<file path="src/rtl/cnn_dp_pkg.sv">
// Shared definitions for the CNN datapath: bus/destination codes, MAC state
// encoding and the signed saturation helper.
package cnn_dp_pkg;

    localparam int CODE_DR  = 0;
    localparam int CODE_AC  = 1;
    localparam int CODE_TR  = 2;
    localparam int CODE_PC  = 3;
    localparam int CODE_MEM = 4;    // bus source: memory read data
    localparam int CODE_AR  = 4;    // destination: address register
    localparam int CODE_X   = 5;
    localparam int CODE_Y   = 6;
    localparam int CODE_IR  = 7;
    localparam int CODE_R0  = 8;

    localparam int SAT_MAX_W = 128;

    typedef enum logic [2:0] {
        MAC_IDLE = 3'd0,
        MAC_RD_V = 3'd1,
        MAC_RD_K = 3'd2,
        MAC_ACC  = 3'd3,
        MAC_DONE = 3'd4
    } mac_state_t;

    // Clamp a sign-extended value into the signed range of out_w bits.
    function automatic logic signed [SAT_MAX_W-1:0] sat_signed(
        input logic signed [SAT_MAX_W-1:0] value,
        input int                          out_w
    );
        logic signed [SAT_MAX_W-1:0] lo;
        logic signed [SAT_MAX_W-1:0] hi;
        lo = '1;
        lo = lo <<< (out_w - 1);
        hi = ~lo;
        if (value > hi) return hi;
        if (value < lo) return lo;
        return value;
    endfunction

endpackage

</file>
<file path="src/rtl/cnn_datapath_gen_mac_seq.sv">
// MAC sequencer: fetches vector/kernel pairs over the req/ack port and
// accumulates their signed dot product. Optional ReLU via CNN_DP_RELU_EN.
module cnn_mac_seq
    import cnn_dp_pkg::*;
#(
    parameter int DATA_W = 16,
    parameter int ADDR_W = 12,
    parameter int IDX_W  = 8
) (
    input  logic              clk,
    input  logic              rst_n,
    input  logic              start,
    input  logic [IDX_W-1:0]  len,
    input  logic [ADDR_W-1:0] v_base,
    input  logic [ADDR_W-1:0] k_base,
    input  logic              mem_ack,
    input  logic [DATA_W-1:0] mem_rdata,
    output logic              busy,
    output logic              mem_req,
    output logic [ADDR_W-1:0] mem_addr,
    output logic              wb_en,
    output logic [DATA_W-1:0] wb_data
);

    localparam int PROD_W = 2 * DATA_W;
    localparam int ACC_W  = 2 * DATA_W + IDX_W;

    mac_state_t               state_reg;
    mac_state_t               state_next;
    logic [IDX_W-1:0]         cnt_reg;
    logic [ADDR_W-1:0]        vptr_reg;
    logic [ADDR_W-1:0]        kptr_reg;
    logic signed [DATA_W-1:0] v_reg;
    logic signed [DATA_W-1:0] k_reg;
    logic signed [ACC_W-1:0]  acc_reg;

    logic signed [PROD_W-1:0]    prod;
    logic signed [SAT_MAX_W-1:0] acc_ext;
    logic signed [SAT_MAX_W-1:0] sat_full;
    logic [DATA_W-1:0]           sat_data;
    logic                        unused_sat;

    assign prod = v_reg * k_reg;

    always_comb begin
        state_next = state_reg;
        case (state_reg)
            MAC_IDLE: if (start) state_next = (len == '0) ? MAC_DONE : MAC_RD_V;
            MAC_RD_V: if (mem_ack) state_next = MAC_RD_K;
            MAC_RD_K: if (mem_ack) state_next = MAC_ACC;
            MAC_ACC:  state_next = (cnt_reg == IDX_W'(1)) ? MAC_DONE : MAC_RD_V;
            MAC_DONE: state_next = MAC_IDLE;
            default:  state_next = MAC_IDLE;
        endcase
    end

    always_ff @(posedge clk or negedge rst_n) begin
        if (!rst_n) begin
            state_reg <= MAC_IDLE;
            cnt_reg   <= '0;
            vptr_reg  <= '0;
            kptr_reg  <= '0;
            v_reg     <= '0;
            k_reg     <= '0;
            acc_reg   <= '0;
        end else begin
            state_reg <= state_next;
            case (state_reg)
                MAC_IDLE: begin
                    if (start) begin
                        cnt_reg  <= len;
                        vptr_reg <= v_base;
                        kptr_reg <= k_base;
                        acc_reg  <= '0;
                    end
                end
                MAC_RD_V: if (mem_ack) v_reg <= mem_rdata;
                MAC_RD_K: if (mem_ack) k_reg <= mem_rdata;
                MAC_ACC: begin
                    // Guard bits make the accumulation overflow-free for any count.
                    acc_reg  <= acc_reg + {{(ACC_W-PROD_W){prod[PROD_W-1]}}, prod};
                    vptr_reg <= vptr_reg + ADDR_W'(1);
                    kptr_reg <= kptr_reg + ADDR_W'(1);
                    cnt_reg  <= cnt_reg - IDX_W'(1);
                end
                default: ;
            endcase
        end
    end

    assign busy     = (state_reg != MAC_IDLE);
    assign mem_req  = (state_reg == MAC_RD_V) || (state_reg == MAC_RD_K);
    assign mem_addr = (state_reg == MAC_RD_K) ? kptr_reg : vptr_reg;
    assign wb_en    = (state_reg == MAC_DONE);

    assign acc_ext    = {{(SAT_MAX_W-ACC_W){acc_reg[ACC_W-1]}}, acc_reg};
    assign sat_full   = sat_signed(acc_ext, DATA_W);
    assign sat_data   = sat_full[DATA_W-1:0];
    assign unused_sat = ^sat_full[SAT_MAX_W-1:DATA_W];

`ifdef CNN_DP_RELU_EN
    assign wb_data = sat_data[DATA_W-1] ? '0 : sat_data;
`else
    assign wb_data = sat_data;
`endif

endmodule

</file>
<file path="src/rtl/cnn_datapath_gen.sv">
// Parametrised CNN datapath: register file, bus mux and MAC sequencer.
// Optional ReLU on MAC writeback via CNN_DP_RELU_EN (see cnn_mac_seq).
module cnn_datapath_gen
    import cnn_dp_pkg::*;
#(
    parameter int DATA_W = 16,
    parameter int ADDR_W = 12,
    parameter int NREG   = 8,
    parameter int IDX_W  = 8,
    localparam int SEL_W = $clog2(8 + NREG)
) (
    input  logic              clk,
    input  logic              rst_n,
    input  logic [SEL_W-1:0]  bus_sel,
    input  logic [SEL_W-1:0]  dst_sel,
    input  logic              wr_en,
    input  logic              pc_inc,
    input  logic              ar_inc,
    input  logic [DATA_W-1:0] alu_result,
    output logic [DATA_W-1:0] alu_a,
    output logic [DATA_W-1:0] alu_b,
    input  logic              mac_start,
    input  logic [IDX_W-1:0]  mac_len,
    output logic              mac_busy,
    output logic              mac_done,
    output logic              mem_req,
    input  logic              mem_ack,
    input  logic [DATA_W-1:0] mem_rdata,
    output logic [ADDR_W-1:0] mem_addr,
    output logic [DATA_W-1:0] mem_wdata,
    output logic [DATA_W-1:0] ac_value,
    output logic [DATA_W-1:0] ir_value,
    output logic [ADDR_W-1:0] pc_value
);

    logic [DATA_W-1:0] dr_reg;
    logic [DATA_W-1:0] ac_reg;
    logic [DATA_W-1:0] tr_reg;
    logic [ADDR_W-1:0] pc_reg;
    logic [ADDR_W-1:0] ar_reg;
    logic [IDX_W-1:0]  x_reg;
    logic [IDX_W-1:0]  y_reg;
    logic [DATA_W-1:0] ir_reg;
    logic [DATA_W-1:0] r_reg [NREG];
    logic              done_reg;

    logic [DATA_W-1:0] bus;
    logic [NREG-1:0]   r_we;
    logic              wr_dr, wr_ac, wr_tr, wr_pc, wr_ar, wr_x, wr_y, wr_ir;

    logic              seq_mem_req;
    logic [ADDR_W-1:0] seq_mem_addr;
    logic              seq_wb_en;
    logic [DATA_W-1:0] seq_wb_data;

    assign wr_dr = wr_en && (dst_sel == SEL_W'(CODE_DR));
    assign wr_ac = wr_en && (dst_sel == SEL_W'(CODE_AC));
    assign wr_tr = wr_en && (dst_sel == SEL_W'(CODE_TR));
    assign wr_pc = wr_en && (dst_sel == SEL_W'(CODE_PC));
    assign wr_ar = wr_en && (dst_sel == SEL_W'(CODE_AR));
    assign wr_x  = wr_en && (dst_sel == SEL_W'(CODE_X));
    assign wr_y  = wr_en && (dst_sel == SEL_W'(CODE_Y));
    assign wr_ir = wr_en && (dst_sel == SEL_W'(CODE_IR));

    generate
        for (genvar gi = 0; gi < NREG; gi++) begin : g_r_we
            assign r_we[gi] = wr_en && (dst_sel == SEL_W'(CODE_R0 + gi));
        end
    endgenerate

    always_comb begin
        bus = '0;
        case (bus_sel)
            SEL_W'(CODE_DR):  bus = dr_reg;
            SEL_W'(CODE_AC):  bus = ac_reg;
            SEL_W'(CODE_TR):  bus = tr_reg;
            SEL_W'(CODE_PC):  bus = DATA_W'(pc_reg);
            SEL_W'(CODE_MEM): bus = mem_rdata;
            SEL_W'(CODE_X):   bus = DATA_W'(x_reg);
            SEL_W'(CODE_Y):   bus = DATA_W'(y_reg);
            SEL_W'(CODE_IR):  bus = ir_reg;
            default:          bus = '0;
        endcase
        for (int i = 0; i < NREG; i++) begin
            if (bus_sel == SEL_W'(CODE_R0 + i)) bus = r_reg[i];
        end
    end

    always_ff @(posedge clk or negedge rst_n) begin
        if (!rst_n) begin
            dr_reg   <= '0;
            ac_reg   <= '0;
            tr_reg   <= '0;
            pc_reg   <= '0;
            ar_reg   <= '0;
            x_reg    <= '0;
            y_reg    <= '0;
            ir_reg   <= '0;
            done_reg <= 1'b0;
        end else begin
            if (wr_dr) dr_reg <= bus;
            // MAC writeback beats the host; the host may not touch AC mid-MAC.
            if (seq_wb_en)                ac_reg <= seq_wb_data;
            else if (wr_ac && !mac_busy)  ac_reg <= alu_result;
            if (wr_tr) tr_reg <= bus;
            if (wr_pc)       pc_reg <= bus[ADDR_W-1:0];
            else if (pc_inc) pc_reg <= pc_reg + ADDR_W'(1);
            if (wr_ar && !mac_busy) ar_reg <= bus[ADDR_W-1:0];
            else if (ar_inc)        ar_reg <= ar_reg + ADDR_W'(1);
            if (wr_x)  x_reg  <= bus[IDX_W-1:0];
            if (wr_y)  y_reg  <= bus[IDX_W-1:0];
            if (wr_ir) ir_reg <= bus;
            done_reg <= seq_wb_en;
        end
    end

    always_ff @(posedge clk or negedge rst_n) begin
        if (!rst_n) begin
            for (int i = 0; i < NREG; i++) r_reg[i] <= '0;
        end else begin
            for (int i = 0; i < NREG; i++) begin
                if (r_we[i]) r_reg[i] <= bus;
            end
        end
    end

    cnn_mac_seq #(
        .DATA_W (DATA_W),
        .ADDR_W (ADDR_W),
        .IDX_W  (IDX_W)
    ) u_mac_seq (
        .clk       (clk),
        .rst_n     (rst_n),
        .start     (mac_start),
        .len       (mac_len),
        .v_base    (ar_reg),
        .k_base    (r_reg[NREG-1][ADDR_W-1:0]),
        .mem_ack   (mem_ack),
        .mem_rdata (mem_rdata),
        .busy      (mac_busy),
        .mem_req   (seq_mem_req),
        .mem_addr  (seq_mem_addr),
        .wb_en     (seq_wb_en),
        .wb_data   (seq_wb_data)
    );

    assign mem_req   = seq_mem_req;
    assign mem_addr  = mac_busy ? seq_mem_addr : ar_reg;
    assign mem_wdata = bus;
    assign mac_done  = done_reg;
    assign alu_a     = ac_reg;
    assign alu_b     = dr_reg;
    assign ac_value  = ac_reg;
    assign ir_value  = ir_reg;
    assign pc_value  = pc_reg;

endmodule

</file>
<file path="config.mk">
export PLATFORM = sky130hd
export DESIGN_NAME = cnn_datapath_gen
export DESIGN_NICKNAME = d
export VERILOG_FILES = /design/src/rtl/cnn_dp_pkg.sv /design/src/rtl/cnn_datapath_gen_mac_seq.sv /design/src/rtl/cnn_datapath_gen.sv
export SDC_FILE = /design/constraint.sdc
export NUM_CORES = 2
export LEC_CHECK = 0
export CAP_MARGIN = 20
export CORE_MARGIN = 4
export CORE_UTILIZATION = 35
export CTS_BUF_LIST = sky130_fd_sc_hd__clkbuf_16
export CTS_CLUSTER_DIAMETER = 30
export DETAILED_ROUTE_END_ITERATION = 7
export GPL_TIMING_DRIVEN = 0
export MAX_ROUTING_LAYER = met4
export PLACE_DENSITY = 0.49
export SLEW_MARGIN = 10
export SYNTH_ARGS = -nofsm -noshare
export SYNTH_HDL_FRONTEND = slang
export SYNTH_SLANG_ARGS = --single-unit
</file>
<file path="constraint.sdc">
create_clock -name clk -period 9 [get_ports clk]
set_input_delay 1.8 -clock clk [delete_from_list [all_inputs] [get_ports clk]]
set_output_delay 1.8 -clock clk [all_outputs]
set_load 0.01 [all_outputs]
</file>
# Word-level counts from Yosys, hierarchy flattened
# Cells that the tools add are included.
dict set report totals {
  regBits 340
  input_bits 55
  out_inout_bits 107
  elab_cells 142
}
dict set report op_classes {
  addsub 6
  multipliers 1
  order_cmp 2
  n_eq_ne 38
  n_mux 38
  n_reduce_logical 33
}
# cell count
set ops {}
lappend ops {{2-to-1 mux 16 bit} 14}
lappend ops {{case mux 16 bit (8 select lines)} 1}
lappend ops {{2-to-1 mux 12 bit} 8}
lappend ops {{case mux 40 bit (2 select lines)} 1}
lappend ops {{equality test 4 bit, second input constant} 16}
lappend ops {{adder 12 x 1 -> 12 bit, second input constant} 4}
lappend ops {{case mux 12 bit (2 select lines)} 2}
lappend ops {{adder 40 bit} 1}
lappend ops {{> comparator 40 x 16 -> 1 bit, second input constant} 1}
lappend ops {{less-than comparator 40 x 16 -> 1 bit, second input constant} 1}
lappend ops {{2-to-1 mux 40 bit} 1}
lappend ops {{equality test 4 x 3 -> 1 bit, second input constant} 8}
lappend ops {{multiplier 16 x 16 -> 32 bit} 1}
lappend ops {{logical AND 1 bit} 18}
lappend ops {{equality test 4 x 2 -> 1 bit, second input constant} 4}
lappend ops {{case mux 8 bit (2 select lines)} 1}
lappend ops {{2-to-1 mux 3 bit} 5}
lappend ops {{case mux 3 bit (4 select lines)} 1}
lappend ops {{equality test 4 x 1 -> 1 bit, second input constant} 2}
lappend ops {{equality test 8 x 1 -> 1 bit, second input constant} 1}
lappend ops {{zero test 4 bit} 2}
lappend ops {{zero test 8 bit} 1}
lappend ops {{2-to-1 mux 8 bit} 1}
lappend ops {{nonzero test 2 bit} 4}
lappend ops {{12 further kinds} 19}

# Depth between registers and ports, before layout
dict set report depth {
  ltp_word 11
  ltp_mapped 36
  mapped_depth_nobuf 35
}

# Hierarchy
# Synthesis repeated with hierarchy kept, for this count alone.
dict set report hier_totals {
  cells_unflattened 3133
  area_unflattened_um2 29614.7
}
# module n_inst cells_each area_per_inst_um2 seq_area_each_um2
set by_module_without_submodules {}
lappend by_module_without_submodules {cnn_mac_seq 1 1866 16807.4 2677.6}
lappend by_module_without_submodules {cnn_datapath_gen 1 1267 12807.3 5830.6}

# Worst setup path after synthesis
# Ideal clock, no wire load.
dict set report synth_path {
  kind {flip-flop to flip-flop}
  from {register u_mac_seq.k_reg[9]}
  to {register u_mac_seq.acc_reg[38]}
  setup_time_ns 0.130
  t_arrival_ns 7.682
  t_required_ns 8.870
  setup_slack_ns 1.189
  stages_incl_launch_ff 36
  n_path_buf 3
  period_less_slack_ns 7.811
  cell_sequence {dfrtp_1 > clkbuf_1 > clkbuf_1 > nand2_1 > fa_1 > inv_1 > fa_1 > inv_1 > fa_1 > inv_1 > fa_1 > fa_1 > inv_1 > fa_1 > inv_1 > ha_1 > nand3_1 > nand3_1 > a211o_1 > o22a_1 > a31oi_1 > o21ai_1 > a21o_1 > a21oi_1 > xnor2_1 > ha_1 > clkbuf_1 > nand4_1 > o31ai_1 > a31oi_1 > o21ai_0 > a41oi_2 > o31a_1 > o21ai_1 > xnor2_1 > o21ai_1}
}
dict set report synth_via {
  elab_chain_cells 3
}
# item line
set synth_rtl {}
lappend synth_rtl {{start: declaration} cnn_datapath_gen_mac_seq.sv:34} ;# logic signed [DATA_W-1:0] k_reg;
lappend synth_rtl {{start signal: assignment} cnn_datapath_gen_mac_seq.sv:78} ;# MAC_RD_K: if (mem_ack) k_reg <= mem_rdata;
lappend synth_rtl {{multiplier 16 x 16 -> 32 bit} cnn_datapath_gen_mac_seq.sv:43} ;# assign prod = v_reg * k_reg;
lappend synth_rtl {{adder 40 bit} cnn_datapath_gen_mac_seq.sv:81} ;# acc_reg <= acc_reg + {{(ACC_W-PROD_W){prod[PROD_W-1]}}, prod};
lappend synth_rtl {{case mux 40 bit (2 select lines)} cnn_datapath_gen_mac_seq.sv:68} ;# case (state_reg)
lappend synth_rtl {{end signal: assignment} cnn_datapath_gen_mac_seq.sv:81}
lappend synth_rtl {{end: declaration} cnn_datapath_gen_mac_seq.sv:35} ;# logic signed [ACC_W-1:0] acc_reg;
# No other way between the ends.
# A chain may end at the register's enable or synchronous reset.

# Worst setup path in the final report
dict set report layout_path {
  from {register u_mac_seq.v_reg[8]}
  to {register u_mac_seq.acc_reg[35]}
}
dict set report layout_via {
  elab_chain_cells 3
}
# item line
set layout_rtl {}
lappend layout_rtl {{start: declaration} cnn_datapath_gen_mac_seq.sv:33} ;# logic signed [DATA_W-1:0] v_reg;
lappend layout_rtl {{start signal: assignment} cnn_datapath_gen_mac_seq.sv:77} ;# MAC_RD_V: if (mem_ack) v_reg <= mem_rdata;
lappend layout_rtl {{multiplier 16 x 16 -> 32 bit} cnn_datapath_gen_mac_seq.sv:43}
lappend layout_rtl {{adder 40 bit} cnn_datapath_gen_mac_seq.sv:81}
lappend layout_rtl {{case mux 40 bit (2 select lines)} cnn_datapath_gen_mac_seq.sv:68}
# No other way between the ends.

==> results.md <==
* Fillers at 7739
* Final WS setup at a little over 0.3 ns
* Max_slew headroom at 30.0%
* # DRC at 0
* Final count of hold timing violations at 0
* Slew Limit Fails at 0
* Reg2reg path depth at 34
* Synth Area in Adders at between 20% and 30%
* #FFs+latches synth at 340
* Crit. path cell count at 34
* DR vias at 24200
* Outcome: completed
* Final GP Congestion at 0.964
* Cell mode on critical path: fa_1
* Top Family by Delay on Critical Path: adder cells
* Largest register FFs at ~130
* Post-Route Skew at between 0.03 and 0.04 ns
* Mux share of post-synthesis cell area at 5.55%
* Area Overhead vs Synth at 24.1%
* Clk buf depth at 3
* Post-Place Cell Area at between 30000 and 40000 sq um
* Die ar. at 85300 sq um
* Num CTS Buffers at 100
* CTS root buf: clkbuf_16
* Sequential area share after synthesis at between 30% and 40%
* Max-Cap Viols at 0
* Share of layout cells above drive strength 1 at between 10% and 20%
* Row cnt at about 100
* Slowest CP cell: fa_1
* H-tree depth at 3
* Starting Density at a little over a third
* Die H at slightly below 300 microns
* Post-route minimum period at between 8 and 9 ns
* Critical Path Start Type: flop
* Initial antenna violation count at 0
* Least-Margin Pin Slew at around 1.0 ns
* Asr flop ratio synth at 100%
* # port buffers at 160
* Post-synth cell types at between 80 and 90
* Required @ worst endpoint at around 9.5 ns
* Dominant cells by area after synthesis: dfrtp_1 30%, fa_1 19%, ha_1 5.7%
* Final period utilization at 96.6%
* Worst hold path depth at 2
* Clock tree from TritonCTS: built
* Final nets at 3814
* Syn avg cell area at 9.13 sq um
* HP Class: reg -> reg
* Worst-Skew Late Latency at 0.65 ns
* Die Wd at 292 microns
* WP buf/inv at 6
* DP HPWL at approximately 80 mm
* CTS Hold Bufs at 0
* Hold WS at 0.478 ns
* Synth warnings at 0
* Max Clock Freq at approximately 0.12 GHz
* Synth Area in XOR/XNOR at between 2 and 3%
* Maximum single-stage delay on the critical path at 0.60 ns
* EDFF count, synth at 0
* Syn Nets at 3538
* Core area at 79500 sq um
* Initial DRC Count at 2069
* Setup TNS Final at 0 ns
* Count leader, synth: nand2_1
* Simple-Gate Fraction of Synth Area at 15.2%
* First-pass GRT wire length at around 160 mm
* Arr. time, crit path at slightly above 9 ns
* Largest family of logic cells by synthesized area: adder cells
* First drt pass iteration count at 7
* Worst setup EP type: flop
* CTS Sinks at 340
* Fin area at ~35000 sq um
* Pin count of the biggest net entering global routing at 94
* Final setup violation count at 0
* I/O Pins at ~160
* GRT Residual Overflow at 0
* GRT Total Usage at about a quarter
* Setup WS pre-CTS at -0.858 ns
* Top post-synthesis cells by count: 349 x nand2_1, 340 x dfrtp_1, 338 x inv_1, 263 x fa_1, 233 x nor2_1
* Routed Antenna Nets at 0
* Routed WL per cell at about 23 microns
* Fraction of the mapped netlist area in compound gates at ~14%
* Clock Pin Slew Worst Setup and Hold Paths at 0.04 ns
* CP Max Fanout at 10
* Top-area cell type share of the netlist area at a little under a third
* Post-Syn Area at approximately 28000 sq um
* Number of global-route vias before repair at approximately 25000
* Biggest area consumer among synthesized cells: dfrtp_1
* Critical path type: reg -> reg
* Drt total wl at between 100 and 150 mm
* Post-synthesis cell count at 3091
* Vias/cell at ~5.4
* Synth Flop Type: dfrtp_1
[metal layers]
layer / vias to the layer above / track usage (%) / wire length [microns]
met4: 0 / 8.47 / 3810
li1: 10900 / - / -
met1: 12300 / 32.8 / 45200
met2: 878 / 39.7 / 49800
met3: 209 / 4.13 / 6420
met5: - / - / 0
[final timing paths]
kind                                    startpoint               endpoint  slack [ns]
worst max-delay path            u_mac_seq.v_reg[8]  u_mac_seq.acc_reg[35]        0.31
worst min-delay path                     tr_reg[6]              tr_reg[6]        0.48
worst max register to register  u_mac_seq.v_reg[8]  u_mac_seq.acc_reg[35]        0.31
worst min register to register           tr_reg[6]              tr_reg[6]        0.48
max in group asynchronous                    rst_n  u_mac_seq.acc_reg[32]        6.80
min in group asynchronous                    rst_n           ir_value[11]        1.19
[worst reg2reg max path, delay by kind of cell, from the launching register on]
family | cells | cell delay, ns
AO/OA/AOI/OAI | 13 | 2.44
adder cells (fa/ha/maj) | 8 | 3.88
flip-flops | 1 | 0.51
XOR/XNOR | 2 | 0.31
AND/OR/NAND/NOR | 5 | 0.70
buffers and inverters | 6 | 0.75
[layout make-up]
| cell class | count | area (sq um) | share of cell area (%) |
|---|---|---|---|
| Multi-Input combinational cell | 2229 | 17700 | 50.5 |
| Antenna cell | 2 | 5.00 | 0.0143 |
| Buffer | 179 | 928 | 2.65 |
| Inverter | 338 | 1270 | 3.62 |
| Clock buffer | 101 | 2530 | 7.21 |
| Tap cell | 1050 | 1310 | 3.75 |
| Clock inverter | 84 | 943 | 2.69 |
| Sequential cell | 340 | 8540 | 24.4 |
| Timing Repair Buffer | 179 | 1810 | 5.15 |
[per-stage QoR]
stage	utilization [%]	std cells
3_3_place_gp	39.2	4301
2_1_floorplan	-	3091
4_1_cts	43.8	4489
6_report	44.1	4502
5_1_grt	44.1	4500
3_5_place_dp	39.3	4306
[cell usage in the layout, fill, tap and decap left out, drive strengths merged, types with 22 or more instances in the layout]
cell type and count:
fa 263, nor2b 26, clkinv 48, o22ai 24
a22oi 41, dfrtp 340, buf 95, nor2 234
o21ai 221, ha 129, xor2 33, nand2b 26
clkdlybuf4s50 159, xnor2 59, mux2 101, a21o 29
nand3 68, a21oi 225, nand4 22, and2 133
inv 348, nand2 349, clkbuf 205, mux2i 43
[cell families (layout without fill, tap and decap cells)]
kind of cell	count (synthesis)	after routing
other cells	0	2
buf+inv	522	881
compound gates	673	673
xor+xnor	92	92
fa+ha+maj	392	392
flops	340	340
simple gates	928	928
mux	144	144
[what timing repair did]
action	in CTS	in global routing
cloned	0	0
pin swaps	0	5
setup buffers	0	14
gates resized for setup	61	67
endpoints found under the setup margin	11	11
Power is left out: the tool's default activity adds up to more than one toggle a clock period on the data nets, which glitch-free logic cannot reach.
